`config.mk`:
```
export PLATFORM = sky130hd
export DESIGN_NAME = ltc_tx_sequencer
export DESIGN_NICKNAME = d
export VERILOG_FILES = /design/src/rtl/ltc_pkg.sv /design/src/rtl/ltc_bmc_encoder.sv /design/src/rtl/ltc_tx_sequencer.sv
export SDC_FILE = /design/constraint.sdc
export NUM_CORES = 1
export LEC_CHECK = 0
export BUFFER_PORTS_ARGS = -buffer_cell sky130_fd_sc_hd__buf_2
export CAP_MARGIN = 20
export CORE_MARGIN = 2
export CORE_UTILIZATION = 50
export CTS_CLUSTER_DIAMETER = 40
export DETAILED_ROUTE_END_ITERATION = 8
export GPL_TIMING_DRIVEN = 0
export PLACE_DENSITY_LB_ADDON = 0.12
export SLEW_MARGIN = 30
export SYNTH_ARGS = -nofsm -noshare
export SYNTH_HDL_FRONTEND = slang
export SYNTH_SLANG_ARGS = --single-unit
```
`constraint.sdc`:
```
create_clock -name clk -period 4.03 [get_ports clk]
set_clock_uncertainty 0.2 [all_clocks]
set_input_delay 0 -clock clk [delete_from_list [all_inputs] [get_ports clk]]
set_output_delay 0 -clock clk [all_outputs]
set_load 0.01 [all_outputs]
```
`src/rtl/ltc_pkg.sv`:
```
// Shared encodings, sync word, parity positions and frame builder for the LTC transmit path.
// Pure declarations: no latency and no backpressure of its own.
package ltc_pkg;
    localparam logic [1:0]  FR_24 = 2'b00;
    localparam logic [1:0]  FR_25 = 2'b01;
    localparam logic [1:0]  FR_30 = 2'b11;
    localparam logic [15:0] SYNC_WORD = 16'b0011111111111101;
    localparam int          PAR_POS_2430 = 27;
    localparam int          PAR_POS_25 = 59;
    localparam logic [6:0]  LAST_BIT = 7'd79;

    typedef enum logic {IDLE, RUN} state_t;

    // Sync word is written MSB-first but bit 64 is sent first, hence the reversal.
    function automatic logic [79:0] build_frame(input logic [63:0] data, input logic [1:0] fr);
        logic [63:0] d;
        logic [15:0] sync_rev;
        d = data;
        if (fr == FR_24 || fr == FR_30) begin
            d[PAR_POS_2430] = 1'b0;
            d[PAR_POS_2430] = ~^d;
        end else begin
            d[PAR_POS_25] = 1'b0;
            d[PAR_POS_25] = ~^d;
        end
        for (int i = 0; i < 16; i++) begin
            sync_rev[i] = SYNC_WORD[15-i];
        end
        return {sync_rev, d};
    endfunction
endpackage

```
`src/rtl/ltc_bmc_encoder.sv`:
```
// Biphase-mark line driver: toggles at every bit start and mid-bit for ones.
// Latency: output changes on the edge after a tick; no backpressure.
module ltc_bmc_encoder (
    input  logic clk,
    input  logic reset_n,
    input  logic bit_tick,
    input  logic mid_tick,
    input  logic bit_val,
    output logic ltc_out
);
    always_ff @(posedge clk) begin
        if (!reset_n) begin
            ltc_out <= 1'b0;
        end else if (bit_tick || (mid_tick && bit_val)) begin
            ltc_out <= ~ltc_out;
        end
    end
endmodule

```
`src/rtl/ltc_tx_sequencer.sv`:
```
// LTC frame scheduler: one-entry shadow buffer, parity/sync insertion, half-bit timing.
// Latency: frame loads one edge after the shadow fills in IDLE; backpressure via frame_ready while shadow full.
module ltc_tx_sequencer
    import ltc_pkg::*;
#(
    parameter int HB_24 = 3125,
    parameter int HB_25 = 3000,
    parameter int HB_30 = 2500
) (
    input  logic        clk,
    input  logic        reset_n,
    input  logic        en,
    input  logic [1:0]  framerate,
    input  logic [63:0] frame_data,
    input  logic        frame_valid,
    output logic        frame_ready,
    output logic        frame_start,
    output logic [6:0]  bit_index,
    output logic        busy,
    output logic        underrun,
    input  logic        underrun_clr,
    output logic        ltc_out
);
    state_t      state, state_nxt;
    logic        shadow_full;
    logic [63:0] shadow_dat;
    logic [63:0] last_dat;
    logic [63:0] load_dat;
    logic [79:0] shreg;
    logic [1:0]  rate_lat;
    logic [15:0] hb_cnt;
    logic        half;
    logic [6:0]  bit_idx;
    logic        frame_start_q;
    logic        underrun_q;
    logic        hb_last;
    logic        mid_tick, bit_wrap, frame_end, load, retx, bit_tick;

    function automatic logic [15:0] hb_of(input logic [1:0] fr);
        case (fr)
            FR_24:   return 16'(HB_24);
            FR_30:   return 16'(HB_30);
            default: return 16'(HB_25);
        endcase
    endfunction

    assign hb_last     = (hb_cnt == hb_of(rate_lat) - 16'd1);
    assign load_dat    = shadow_full ? shadow_dat : last_dat;
    assign frame_ready = ~shadow_full;
    assign frame_start = frame_start_q;
    assign bit_index   = bit_idx;
    assign underrun    = underrun_q;

    always_ff @(posedge clk) begin
        if (!reset_n) begin
            state <= IDLE;
        end else begin
            state <= state_nxt;
        end
    end

    always_comb begin
        state_nxt = state;
        case (state)
            IDLE:    if (en && shadow_full) state_nxt = RUN;
            RUN:     if (frame_end && !en)  state_nxt = IDLE;
            default: state_nxt = IDLE;
        endcase
    end

    always_comb begin
        busy      = (state == RUN);
        mid_tick  = busy && hb_last && !half;
        bit_wrap  = busy && hb_last && half;
        frame_end = bit_wrap && (bit_idx == LAST_BIT);
        load      = (state == IDLE && en && shadow_full) || (frame_end && en);
        retx      = frame_end && en && !shadow_full;
        bit_tick  = load || (bit_wrap && bit_idx != LAST_BIT);
    end

    always_ff @(posedge clk) begin
        if (!reset_n) begin
            shadow_full   <= 1'b0;
            shadow_dat    <= '0;
            last_dat      <= '0;
            shreg         <= '0;
            rate_lat      <= FR_24;
            hb_cnt        <= '0;
            half          <= 1'b0;
            bit_idx       <= '0;
            frame_start_q <= 1'b0;
            underrun_q    <= 1'b0;
        end else begin
            // A retransmit boundary may accept a fresh word in the same edge.
            if (frame_valid && !shadow_full) begin
                shadow_full <= 1'b1;
                shadow_dat  <= frame_data;
            end else if (load) begin
                shadow_full <= 1'b0;
            end
            frame_start_q <= load;
            if (load) begin
                shreg    <= build_frame(load_dat, framerate);
                last_dat <= load_dat;
                rate_lat <= framerate;
                hb_cnt   <= '0;
                half     <= 1'b0;
                bit_idx  <= '0;
            end else if (state == RUN) begin
                if (hb_last) begin
                    hb_cnt <= '0;
                    half   <= ~half;
                    if (half && bit_idx != LAST_BIT) begin
                        bit_idx <= bit_idx + 7'd1;
                        shreg   <= {1'b0, shreg[79:1]};
                    end
                end else begin
                    hb_cnt <= hb_cnt + 16'd1;
                end
            end
            if (retx) begin
                underrun_q <= 1'b1;
            end else if (underrun_clr) begin
                underrun_q <= 1'b0;
            end
        end
    end

    ltc_bmc_encoder u_bmc (
        .clk      (clk),
        .reset_n  (reset_n),
        .bit_tick (bit_tick),
        .mid_tick (mid_tick),
        .bit_val  (shreg[0]),
        .ltc_out  (ltc_out)
    );
endmodule

```
* After elaboration in Yosys (flattened, before gate mapping) *
Cells that the tools add are included.

word-level totals
  register bits after elaboration = 239
  bits of input ports = 71
  output and inout bits = 12
  logic and storage cells = 76

operators by class
  add/sub/neg operators = 3
  equality and inequality tests = 5
  mux-type cells = 16
  bitwise logic cells = 5
  reductions and logical operators = 34

operators with widths
  operator                                                              number
  80-bit 2-to-1 mux                                                     4
  64-bit XNOR reduction                                                 2
  64-bit 2-to-1 mux                                                     1
  11-bit case mux with 2 select lines                                   1
  16-bit by 1-bit adder with 16-bit output, second input constant       1
  16-bit == test                                                        1
  16-bit 2-to-1 mux                                                     1
  16-bit by 1-bit subtractor with 16-bit output, second input constant  1
  1-bit logical AND                                                     14
  2-bit nonzero test                                                    5
  1-bit 2-to-1 mux                                                      8
  7-bit by 1-bit adder with 7-bit output, second input constant         1
  7-bit == test, second input constant                                  1
  7-bit inequality test, second input constant                          1
  3-bit AND reduction                                                   2
  1-bit inverter                                                        5
  2-bit == test, second input constant                                  2
  2-bit zero test                                                       2
  1-bit logical OR                                                      4
  1-bit zero test                                                       3
  1-bit case mux with 2 select lines                                    1
  2-bit AND reduction                                                   1
  2-bit OR reduction                                                    1

* Depth between registers and ports, before layout *
Gate-level depths: netlist (run 1).

  depth after elaboration = 11
  mapped depth = 12
  depth with buffers taken out = 10

* Modules after synthesis *
A second synthesis (run 1) with hierarchy kept.

second synthesis, totals
  cell total of the unflattened synthesis = 1306
  area, all modules = 10801.6 µm²

modules (own cells, without submodules)
  module            instances  cells each  area an instance (µm²)  sequential area each (µm²)
  ltc_tx_sequencer  1          1301        10752.8                 4764.6
  ltc_bmc_encoder   1          5           48.8                    20.0

* Least setup slack after synthesis (run 1) *
No wires, ideal clock.

  path type = register -> register
  from = register rate_lat[0]
  to = register last_dat[42]
  setup time = 0.128 ns
  arrival time = 2.409 ns
  required time = 3.702 ns
  slack = 1.294 ns
  stages on the path, launching flop included = 12
  buffers on the path = 2
  period minus slack after synthesis = 2.736 ns
  cells stage by stage = dfxtp_1 inv_1 ha_1 or4bb_1 nand3_1 and4_1 o21a_1 buf_2 nand2_2 buf_2 mux2i_1 nor2_1

between the ends
  word-level cells in the longest chain between the ends = 9
  elaborated cells on any way between the ends = 10
  those cells by class = 1 x add/sub; 2 x eq/ne; 1 x mux; 6 x reduce/logical

ends and longest elaborated chain
  element                                            RTL line                 text
  from (decl)                                        ltc_tx_sequencer.sv:30   logic [1:0] rate_lat;
  from (signal assigned)                             ltc_tx_sequencer.sv:105  rate_lat <= framerate;
  2-bit == test or 2-bit zero test (tied branches)   ltc_tx_sequencer.sv:40   case (fr)
  11-bit case mux with 2 select lines (*)            ltc_tx_sequencer.sv:40
  16-bit by 1-bit subtractor with 16-bit output (*)  ltc_tx_sequencer.sv:47   assign hb_last = (hb_cnt == hb_of(rate_lat) - 16'd1);
  16-bit == test (*)                                 ltc_tx_sequencer.sv:47
  1-bit logical AND (*) (2 in series)                ltc_tx_sequencer.sv:74   bit_wrap = busy && hb_last && half;
  1-bit logical AND (*)                              ltc_tx_sequencer.sv:75   frame_end = bit_wrap && (bit_idx == LAST_BIT);
  1-bit logical AND (*)                              ltc_tx_sequencer.sv:76   load = (state == IDLE && en && shadow_full) || (frame_end && en);
  1-bit logical OR (*)                               ltc_tx_sequencer.sv:76
  to (signal assigned)                               ltc_tx_sequencer.sv:104  last_dat <= load_dat;
  to (decl)                                          ltc_tx_sequencer.sv:27   logic [63:0] last_dat;

Every way passes the cells marked *; elsewhere a longest branch is shown, timed or not.
A chain may end at the register's enable or synchronous reset.

* Final worst setup path (run 1) *
  from = register shadow_full
  to = register shreg[61]

between the ends
  word-level cells in the longest chain between the ends = 4
  elaborated cells on any way between the ends = 8
  those cells by class = 2 x mux; 6 x reduce/logical

ends and longest elaborated chain
  element                        RTL line                 text
  from (decl)                    ltc_tx_sequencer.sv:25   logic shadow_full;
  from (signal assigned)         ltc_tx_sequencer.sv:83   shadow_full <= 1'b0;
  from (signal assigned)         ltc_tx_sequencer.sv:96   shadow_full <= 1'b1;
  from (signal assigned)         ltc_tx_sequencer.sv:99   shadow_full <= 1'b0;
  1-bit logical AND              ltc_tx_sequencer.sv:76
  1-bit logical OR               ltc_tx_sequencer.sv:76
  2-bit nonzero test (no line)   --
  3-bit AND reduction (no line)  --
  to (signal assigned)           ltc_tx_sequencer.sv:103  shreg <= build_frame(load_dat, framerate);
  to (signal assigned)           ltc_tx_sequencer.sv:115  shreg <= {1'b0, shreg[79:1]};
  to (decl)                      ltc_tx_sequencer.sv:29   logic [79:0] shreg;

Parallel ways exist; a longest one is shown, timed or not.

==> flow_summary_export.csv, run 1 <==
group,metric,value,unit
sta,hold_viol_final,0,
job,drv_cap,0,
placement,dp_hpwl,21300,um
synth,ys_types,56,
global_route,grt_max_degree,13,
floorplanning,die_area,23000,um^2
synth,yosys-mux-area-fraction,10.6,%
global_route,grt_util_all_layers,27.4,%
sta,fmax,264,MHz
route,wl_met1,14100,um
worst_setup_path,crit_buf_inv,7,
sta,slew_headroom,33.5,%
clocking,ctsHoldBuffers,73,
power_and_ir_drop,switchingPower,1.56,mW
worst_setup_path,r2r-end,"shreg[61]",
final_layout,drive_gt1_share,11.7,%
worst_setup_path,r2r-start,"shadow_full",
final_layout,syn_to_final_growth,24.6,%
clocking,cts_inserted_buffers,36,
synth,async_flop_share,0,%
floorplanning,fp.dieH,152,um
worst_setup_path,ff2ff_path_depth,10,
floorplanning,rows,53,
floorplanning,start_util,51.3,%
run_status,status,"finished, final reports clean",
clocking,h-tree-depth,2,
synth,synth_edf_count,0,
synth,ys_ff_latch,239,
placement,numPortBuffers,82,
placement,dp_slack,0.430,ns
route,drt_wl_total,31300,um
power_and_ir_drop,combPwrFrac,11.9,%
power_and_ir_drop,netSwitchingFraction,24.5,%
power_and_ir_drop,p_leak,5.76,nW
placement,gp_congestion,0.874,
route,drt-vias-per-instance,5.46,
route,drt_iter0_drc,797,
floorplanning,core_area,21200,um^2
synth,syn-cell-area,10900,um^2
sta,slew_violations,0,
sta,rsz0062_at_grt,"no",
final_layout,nFillCells,1820,
power_and_ir_drop,power_frac_seq,39.7,%
final_layout,layout_commonest_cell,"dfxtp_1",
power_and_ir_drop,ir_drop,0.359,mV
clocking,clk_latency,0.50,ns
global_route,antenna_found_initial,0,
worst_setup_path,endpoint_kind,"flip-flop",
final_layout,nNetsFinal,1536,
worst_setup_path,crit_path_start_kind,"flip-flop",
global_route,grt_pass1_vias,9124,
power_and_ir_drop,p_int,4.81,mW
route,top_layer_used,"met4",
synth,yosys.area_share.simple,18.6,%
worst_setup_path,cp-endpoint,"shreg[61]",
route,drt_pre_antenna_iters,5,
final_layout,final_util,63.9,%
final_layout,seqCellArea,4780,um^2
hold_path,min_path_type,"input pin to flip-flop",
floorplanning,fp.dieW,152,um
synth,synth_ff_type,"dfxtp_1",
clocking,ctsResizeCount,0,
worst_setup_path,cp.depth,10,
sta,setup_violations,0,
worst_setup_path,timing_worst_setup_path_type,"flip-flop to flip-flop",
synth,synth-compound-area-share,12.5,%
synth,synth_top_area_cell,"dfxtp_1",
synth,synth_top_family_by_area,"simple AND/OR/NAND/NOR gates",
synth,ys.warnings.count,0,
worst_setup_path,cpLargestDelayFamily,"buffers and inverters",
clocking,clock-root-buffer,"clkbuf_16",
global_route,grt-ovfl-total,0,
synth,syn_area_per_cell,8.59,um^2
worst_setup_path,path_cells,"buf_6 -> inv_4 -> buf_6 -> buf_6 -> buf_2 -> nor2_1 -> o21ai_1 -> clkbuf_1 -> buf_1 -> a311oi_1",
sta,final.setup.tns,0,ns
clocking,cts_tree,"done",
route,antenna_left,0,
clocking,path_clk_slew,0.06,ns
clocking,cts_sinks,239,
worst_setup_path,critPathMaxFanout,10,
synth,ys_top_cells_by_area,"dfxtp_1 44%, mux2i_1 9.6%, nand2_1 8.2%, nor2_1 6.6%, xor2_1 4.5%",
power_and_ir_drop,p_per_area,470,nW/um^2
synth,netlist.area_leader.share,44.0,%
route,drc,0,
sta,setup_slack,0.241,ns
final_layout,diodes,0,
route,wl_met2,14100,um
route,dr_wl_met3,1910,um
sta,timing_worst_slew_pin_value,0.998,ns
synth,synth_xor_area_share,9.81,%
global_route,grt_pass1_wl,48500,um
worst_setup_path,r2r_slack,0.24,ns
final_layout,multi_input_area,5680,um^2
worst_setup_path,max_stage_delay,0.78,ns
worst_setup_path,crit_start,"shadow_full",
worst_setup_path,cp_common_cell,"buf_6",
synth,synth_nets,1343,
worst_setup_path,crit_slowest_cell,"o21ai_1",
worst_setup_path,required,4.17,ns
clocking,post-cts-setup-buffers,0,
route,num_vias,9584,
sta,period_needed,3.79,ns
worst_setup_path,worstPathArrival,3.93,ns
clocking,cts_buffer_depth,3,
synth,yosysSeqAreaShare,44.0,%
sta,timing.final.crit_share,94.0,%
floorplanning,io-pin-count,83,
synth,synthCells,1266,
synth,synthAdderAreaFrac,0.690,%
route,wl_per_cell,17.8,um
final_layout,mostFrequentLayoutCells,"239 x dfxtp_1, 237 x nand2_1, 191 x nor2_1",
power_and_ir_drop,clockPowerShare,48.4,%
[worst min path at each step]
stage / slack, ns / to / cells after the start / start
finish: 0.08 / shadow_dat[19] / 4 / frame_data[19]
global route: 0.1 / shadow_dat[42] / 4 / frame_data[42]
CTS: 0.07 / shadow_dat[37] / 4 / frame_data[37]
detailed placement: 0.05 / shadow_dat[34] / 3 / frame_data[34]
global placement: 0.04 / shadow_dat[34] / 3 / frame_data[34]
floorplan: -0.06 / shadow_dat[13] / 2 / frame_data[13]
[cell families after synthesis]
family                     after synthesis
AOI/OAI and AO/OA                      212
xor gates and xnor gates               112
adders and majority gates                6
buffers and inverters                   95
DFF                                    239
muxes                                  113
and+or+nand+nor                        489
[layout make-up]
| cell class | instances | area share (%) |
|---|---|---|
| Sequential cell | 239 | 35.3 |
| Clock inverter | 12 | 1.07 |
| Inverter | 5 | 0.157 |
| Clock buffer | 48 | 7.72 |
| Tap cell | 275 | 2.54 |
| Timing Repair Buffer | 155 | 8.42 |
| Buffer | 90 | 2.92 |
| Multi-Input combinational cell | 932 | 41.9 |
[flip-flops by register name, summed over array words and instances, names as in the netlist]
signal	count
shreg	80
last_dat	64
shadow_dat	64
hb_cnt	16
bit_index	7
rate_lat	2
busy	1
frame_start	1
half	1
shadow_full	1
u_bmc.ltc_out	1
underrun	1
[routing by layer]
metal | vias up | global-route usage (%)
li1 | 4691 | -
met1 | 4517 | 36.3
met2 | 306 | 44.3
met3 | 70 | 5.03
met4 | 0 | 11.4
met5 | - | 0
[worst register-to-register path, stage by stage (launching register included)]
cell,delay [ns]
dfxtp_1,0.31
buf_6,0.14
inv_4,0.12
buf_6,0.19
buf_6,0.18
buf_2,0.36
nor2_1,0.10
o21ai_1,0.78
clkbuf_1,0.53
buf_1,0.53
a311oi_1,0.20
[Yosys cell counts (all sizes together) (2+ instances only)]
| library cell | count |
|---|---|
| a211oi | 17 |
| a21oi | 94 |
| a221o | 6 |
| a221oi | 33 |
| a311oi | 15 |
| a31oi | 23 |
| and2 | 4 |
| and3 | 8 |
| and4 | 3 |
| buf | 24 |
| clkbuf | 66 |
| dfxtp | 239 |
| ha | 6 |
| inv | 4 |
| mux2 | 9 |
| mux2i | 104 |
| nand2 | 238 |
| nand3 | 2 |
| nand3b | 3 |
| nand4 | 6 |
| nand4bb | 2 |
| nor2 | 191 |
| nor2b | 17 |
| nor3 | 2 |
| o21ai | 17 |
| or3 | 5 |
| xnor2 | 50 |
| xnor3 | 4 |
| xor2 | 56 |
| xor3 | 2 |
[power by group through the flow]
stage          logic [mW]  clock network [mW]  registers, mW
2_1_floorplan       0.492                   0           2.55
3_5_place_dp        0.688                   0           2.57
3_3_place_gp        0.683                   0           2.57
5_1_grt             0.814                3.21           2.53
4_1_cts             0.747                3.12           2.52
6_report            0.760                3.09           2.53
[per-stage QoR]
stage          instances  power, mW  hold WS, ns  area (um^2)
2_1_floorplan       1266       3.04      -0.0640        10900
3_3_place_gp        1623       3.25       0.0398        11600
3_5_place_dp        1623       3.26       0.0460        11600
4_1_cts             1756       6.39       0.0673        13600
5_1_grt             1756       6.56       0.0965        13600
6_report            1756       6.37       0.0805        13600
No activity file was read; power rests on OpenSTA's default activity.
==> inputs of run 2 (changes only) <==
--- a/config.mk
+++ b/config.mk
@@ -5,9 +5,9 @@
 export SDC_FILE = /design/constraint.sdc
 export NUM_CORES = 1
 export LEC_CHECK = 0
+export ABC_AREA = 1
 export BUFFER_PORTS_ARGS = -buffer_cell sky130_fd_sc_hd__buf_2
 export CAP_MARGIN = 20
-export CORE_MARGIN = 2
 export CORE_UTILIZATION = 50
 export CTS_CLUSTER_DIAMETER = 40
 export DETAILED_ROUTE_END_ITERATION = 8
==> run 2 against run 1 <==
Effect of this change:
- setup slack better by 0.44 ns
- first-iteration DRC count increased by 70%
- clock power up 11%
- fmax is 13% higher
- sequential cell count did not move
- critical endpoint is now last_dat[28]
- routed wire length is 34% higher
- worst hold slack got worse by 0.061 ns
- cell count up 41%
- power up 14%
- largest power group unchanged
- register-to-register slack better by 0.44 ns
==> flow_summary_export.csv, run 2 <==
group,metric,value,unit
global_route,top_usage_layer,"met2",
synth,synth_most_common_cell,"nand2_1",
clocking,ctsResizeCount,0,
clocking,h-tree-depth,2,
power_and_ir_drop,ir_drop,0.302,mV
worst_setup_path,critPathMaxFanout,10,
floorplanning,start_util,51.6,%
final_layout,nFillCells,2264,
global_route,grt_max_degree,12,
global_route,grt_use_met3,5.44,%
route,drc,0,
power_and_ir_drop,p_per_area,480,nW/um^2
final_layout,finish.instance_area,15100,um^2
clocking,cts_inserted_buffers,39,
synth,ys_types,42,
clocking,clk_latency,0.53,ns
sta,final.setup.tns,0,ns
sta,hold_viol_final,0,
clocking,cts_tree,"done",
placement,numPortBuffers,82,
worst_setup_path,crit_path_start_kind,"flip-flop",
worst_setup_path,crit_start,"rate_lat[0]",
global_route,grt_pass1_wl,63600,um
worst_setup_path,endpoint_kind,"flip-flop",
synth,ys_top_cells_by_area,"dfxtp_1 39%, nand2_1 27%, o21ai_0 5.3%, inv_1 5.2%, nor2_1 3.6%",
final_layout,layout_commonest_cell,"nand2_1",
worst_setup_path,cp-endpoint,"last_dat[28]",
hold_path,min_path_type,"input pin to flip-flop",
floorplanning,rows,56,
sta,slew_violations,0,
final_layout,syn_to_final_growth,23.6,%
final_layout,mostFrequentLayoutCells,"863 x nand2_1, 239 x dfxtp_1, 170 x inv_1",
clocking,ctsHoldBuffers,75,
global_route,grt_pass1_vias,11800,
final_layout,nNetsFinal,2207,
synth,syn_area_per_cell,6.32,um^2
sta,whs,0.0191,ns
sta,setup_violations,0,
floorplanning,die_area,25000,um^2
synth,ys_ff_latch,239,
route,drt_iter0_drc,1353,
global_route,grt.met1_usage,45.6,%
synth,async_flop_share,0,%
floorplanning,fp.dieH,158,um
global_route,met2_usage,54.3,%
sta,slew_headroom,44.6,%
route,drt_pre_antenna_iters,6,
synth,synth_edf_count,0,
synth,synth_top_area_cell,"dfxtp_1",
route,drt-vias-per-instance,5.33,
worst_setup_path,r2r-start,"rate_lat[0]",
synth,netlist.area_leader.share,39.2,%
run_status,status,"finished, final reports clean",
final_layout,drive_gt1_share,11.2,%
sta,fmax,299,MHz
worst_setup_path,r2r-end,"last_dat[28]",
clocking,cts_sinks,239,
worst_setup_path,required,4.29,ns
sta,rsz0062_at_grt,"no",
worst_setup_path,r2r_slack,0.69,ns
worst_setup_path,worstPathArrival,3.60,ns
synth,yosysSeqAreaShare,39.2,%
route,drt_wl_total,41900,um
worst_setup_path,ff2ff_path_depth,13,
placement,gp_congestion,0.957,
synth,synth_nets,2009,
clocking,post-cts-setup-buffers,0,
clocking,clock-root-buffer,"clkbuf_16",
synth,ys.warnings.count,0,
synth,syn-cell-area,12200,um^2
clocking,cts_buffer_depth,3,
sta,timing_worst_slew_pin_value,0.831,ns
route,antenna_left,0,
synth,synthCells,1932,
power_and_ir_drop,p_total,7.24,mW
floorplanning,core_area,23700,um^2
final_layout,reg_top3,"shreg (80), last_dat (64), shadow_dat (64)",
job,drv_cap,0,
route,num_vias,13200,
global_route,antenna_found_initial,1,
floorplanning,io-pin-count,83,
clocking,path_clk_slew,0.05,ns
worst_setup_path,timing_worst_setup_path_type,"flip-flop to flip-flop",
final_layout,diodes,0,
final_layout,largest_reg_flops,80,
route,wl_per_cell,16.9,um
synth,synthTopCellsByCount,"863 x nand2_1, 239 x dfxtp_1, 170 x inv_1, 129 x o21ai_0, 117 x nor2_1",
final_layout,top_register,"shreg",
sta,timing.final.crit_share,83.0,%
sta,period_needed,3.34,ns
floorplanning,fp.dieW,158,um
placement,dp_hpwl,29100,um
power_and_ir_drop,p_leak,6.95,nW
placement,placed_area,13000,um^2
synth,synth_ff_type,"dfxtp_1",
global_route,grt-ovfl-total,0,
global_route,grt_util_all_layers,33.7,%
[run 2: changes by cell type after synthesis, sizes merged, moves of 38 or more]
| cell | before | now |
|---|---|---|
| inv | 4 | 184 |
| mux2i | 104 | 2 |
| nand2 | 238 | 866 |
| nand3 | 2 | 43 |
| nor2 | 191 | 123 |
| o21ai | 17 | 190 |
| o22ai | 1 | 39 |
| xnor2 | 50 | 5 |
| xor2 | 56 | 7 |
[run 2: power breakdown]
part	leakage [nW]	internal [mW]	switching, mW
Clock	0.644	2.17	1.25
Sequential	1.94	2.47	0.0565
Combinational	4.36	0.418	0.886
[run 2: metrics by stage]
step / cells / utilization [%] / worst slack (ns)
6_report: 2478 / 63.7 / 0.686
5_1_grt: 2478 / 63.7 / 0.498
4_1_cts: 2478 / 63.7 / 0.734
3_5_place_dp: 2333 / 55.0 / 0.751
3_3_place_gp: 2333 / 55.0 / 0.790
2_1_floorplan: 1932 / - / 1.58
[run 2: cell type report]
class,count,area [um^2],area share [%]
clock buffers,45,1030,6.81
multi-input cells,1415,6200,41.1
inverters,185,697,4.62
plain buffers,93,528,3.50
repair buffers,157,1160,7.69
well taps,319,399,2.64
flip-flops and latches,239,4780,31.7
clock inverters,25,294,1.95
[run 2: critical path, stage by stage, from the launching register on]
cell and delay [ns]:
dfxtp_1 0.37, inv_1 0.09, ha_1 0.39, xor2_1 0.19
nor2_1 0.10, nand4_1 0.12, nor3b_2 0.39, nand4_1 0.21
nand2_2 0.30, nand2_2 0.20, inv_2 0.20, buf_6 0.21
nand2_1 0.16, o21ai_1 0.13
[run 2: cell families after synthesis]
logic type | synth area share, %
buffers and inverters | 10.0
AND/OR/NAND/NOR | 34.5
flip-flops | 39.2
adder cells (fa/ha/maj) | 0.615
multiplexers | 0.164
XOR/XNOR | 0.861
AO/OA/AOI/OAI | 14.6
[run 2: how the worst min path moves through the flow]
stage | from | depth (start not counted) | slack [ns] | to
2_1_floorplan | framerate[0] | 2 | -0.09 | rate_lat[0]
3_3_place_gp | framerate[0] | 3 | 0.03 | rate_lat[0]
3_5_place_dp | framerate[1] | 3 | 0.04 | rate_lat[1]
4_1_cts | frame_valid | 5 | 0.01 | shadow_dat[53]
5_1_grt | framerate[0] | 4 | 0.08 | rate_lat[0]
6_report | frame_valid | 5 | 0.02 | shadow_dat[53]
[run 2: routing by layer]
metal  share of wire [%]  up-vias
met5                   0        -
met2                  44      598
li1                    -     6523
met3                 9.2       99
met4                 3.0        0
met1                  44     5991
==> inputs of run 3 (changes only) <==
==> constraint.sdc (replaced) <==
create_clock -name clk -period 2.7 [get_ports clk]
set_clock_uncertainty 0.2 [all_clocks]
set_input_delay 0 -clock clk [delete_from_list [all_inputs] [get_ports clk]]
set_output_delay 0 -clock clk [all_outputs]
set_load 0.01 [all_outputs]
==> run 3 against run 2 <==
Effect of this change:
- first-iteration DRC count fell by 3.8%
- core utilization grew 4.0 points
- largest power group unchanged
- highest routed layer unchanged
- non-clock buffer count is 18 higher
- sequential power grew 50%
- cell area rose by 6.3%
- power is 52% higher
- clock-buffer cell count is the same
- sequential share of layout area fell by 1.9 points
- routed wire length increased by 3.9%
- critical path depth up 2
- sequential cell count is the same
- the run now ends with negative setup slack left
- global-route usage grew 0.44 points
==> flow_summary_export.csv, run 3 (synthesis gave the netlist of run 2 again) <==
group,metric,value,unit
global_route,grt_util_all_layers,34.1,%
worst_setup_path,required,2.95,ns
route,drt_wl_total,43500,um
power_and_ir_drop,p_total,11.0,mW
sta,fmax,362,MHz
final_layout,syn_to_final_growth,31.4,%
sta,rsz0062_at_grt,"yes",
global_route,grt-ovfl-total,0,
final_layout,mostFrequentLayoutCells,"831 x nand2_1, 236 x dfxtp_1, 167 x inv_1",
final_layout,drive_gt1_share,16.5,%
sta,final.setup.tns,-0.493,ns
placement,dp_hpwl,29100,um
clocking,h-tree-depth,2,
placement,gp_congestion,0.957,
worst_setup_path,worstPathArrival,3.01,ns
floorplanning,die_area,25000,um^2
route,drc,0,
floorplanning,core_area,23700,um^2
global_route,antenna_found_initial,0,
route,wl_per_cell,17.4,um
floorplanning,fp.dieW,158,um
final_layout,largest_reg_flops,80,
clocking,cts_sinks,239,
global_route,grt_max_degree,12,
placement,numPortBuffers,82,
final_layout,nNetsFinal,2227,
clocking,clock-root-buffer,"clkbuf_16",
placement,post-place-cells,2333,
worst_setup_path,crit_path_start_kind,"flip-flop",
final_layout,layout_commonest_cell,"nand2_1",
sta,hold_viol_final,0,
route,num_vias,13500,
route,drt_iter0_drc,1301,
clocking,cts_inserted_buffers,39,
floorplanning,fp.dieH,158,um
sta,timing_worst_slew_pin_value,0.916,ns
job,drv_cap,0,
run_status,status,"complete, but fails checks",
final_layout,final_util,67.7,%
clocking,clk_latency,0.53,ns
floorplanning,rows,56,
clocking,cts_buffer_depth,3,
final_layout,nFillCells,2151,
worst_setup_path,timing_worst_setup_path_type,"flip-flop to flip-flop",
worst_setup_path,endpoint_kind,"flip-flop",
power_and_ir_drop,p_leak,7.35,nW
sta,slew_headroom,38.9,%
global_route,grt_pass1_vias,12000,
hold_path,min_path_type,"input pin to flip-flop",
sta,slew_violations,0,
run_status,violations,"negative setup slack",
final_layout,diodes,0,
global_route,grt_pass1_wl,64400,um
clocking,cts_tree,"done",
sta,timing.final.crit_share,102,%
power_and_ir_drop,ir_drop,0.438,mV
final_layout,stdcell_count,2498,
clocking,path_clk_slew,0.05,ns
floorplanning,io-pin-count,83,
final_layout,reg_top3,"shreg (80), last_dat (64), shadow_dat (64)",
power_and_ir_drop,p_per_area,686,nW/um^2
sta,period_needed,2.76,ns
final_layout,top_register,"shreg",
route,drt_pre_antenna_iters,5,
sta,setup_violations,21,
route,antenna_left,0,
floorplanning,start_util,51.6,%
worst_setup_path,r2r_slack,-0.06,ns
sta,setup_slack,-0.0617,ns
route,drt-vias-per-instance,5.40,
worst_setup_path,critPathMaxFanout,10,
[run 3: changes by cell type in the layout (fill, tap and decap cells not counted), moves of 10 or more]
cell,before,now
o21ai_2,13,30
o21ai_1,48,38
buf_2,114,91
clkbuf_1,41,31
nand2_1,863,831
buf_6,15,25
nand2_2,3,26
buf_4,4,18
o22ai_1,39,28
o22ai_2,0,11
[run 3: layout make-up]
type / count / area [um^2] / share of cell area [%]
Clock buffer: 45 / 1030 / 6.41
Timing Repair inverter: 1 / 7.51 / 0.0468
Inverter: 185 / 714 / 4.45
Multi-Input combinational cell: 1416 / 6640 / 41.4
Timing Repair Buffer: 176 / 1440 / 8.95
Clock inverter: 25 / 294 / 1.83
Tap cell: 319 / 399 / 2.49
Sequential cell: 239 / 4790 / 29.8
Buffer: 92 / 738 / 4.60
[run 3: worst paths after layout]
kind	startpoint	to	cells after the start
worst max-delay path	rate_lat[0]	shreg[60]	15
worst max register to register	rate_lat[0]	shreg[60]	15
worst min-delay path	frame_valid	shadow_dat[53]	5
worst min register to register	shreg[1]	shreg[0]	2
[run 3: critical path: stages, from the launching register on]
cell     delay, ns
dfxtp_2       0.36
inv_2         0.07
ha_4          0.27
nand2_1       0.09
nand4_1       0.09
nand2_1       0.07
nand4_1       0.12
nor3b_4       0.30
nand4_1       0.21
buf_4         0.22
nand2_4       0.13
buf_8         0.17
nand2_1       0.13
o21ai_1       0.12
a21oi_1       0.05
nor2_1        0.09
[run 3: layer usage]
| metal | vias up | global-route usage (%) | part of all wire [%] |
|---|---|---|---|
| met2 | 613 | 55.0 | 45 |
| met5 | - | 0 | 0 |
| met4 | 0 | 12.3 | 3.5 |
| met3 | 119 | 4.93 | 8.4 |
| li1 | 6561 | - | - |
| met1 | 6202 | 46.2 | 43 |
[run 3: power breakdown]
| part | leakage (nW) | internal (mW) | switching, mW |
|---|---|---|---|
| Sequential | 1.95 | 3.68 | 0.0862 |
| Combinational | 4.76 | 0.733 | 1.41 |
| Clock | 0.644 | 3.24 | 1.87 |
[run 3: what timing repair did]
action                                  CTS  global route
hold buffers                             75             0
buffers inserted                          5             9
endpoints found under the setup margin  184           169
pin swaps                                 4             8
gates cloned                              2             6
gates resized for setup                  62           153
hold endpoints to repair                115             0
[run 3: stage by stage]
step                      cell area (um^2)  setup WS [ns]  hold slack, ns
after floorplan                      12200          0.254         -0.0873
after global placement               13000         -0.540          0.0309
after detailed placement             13000         -0.579          0.0449
after CTS                            15300        0.00179          0.0113
after global routing                 16000         -0.170          0.0777
final                                16000        -0.0617          0.0262
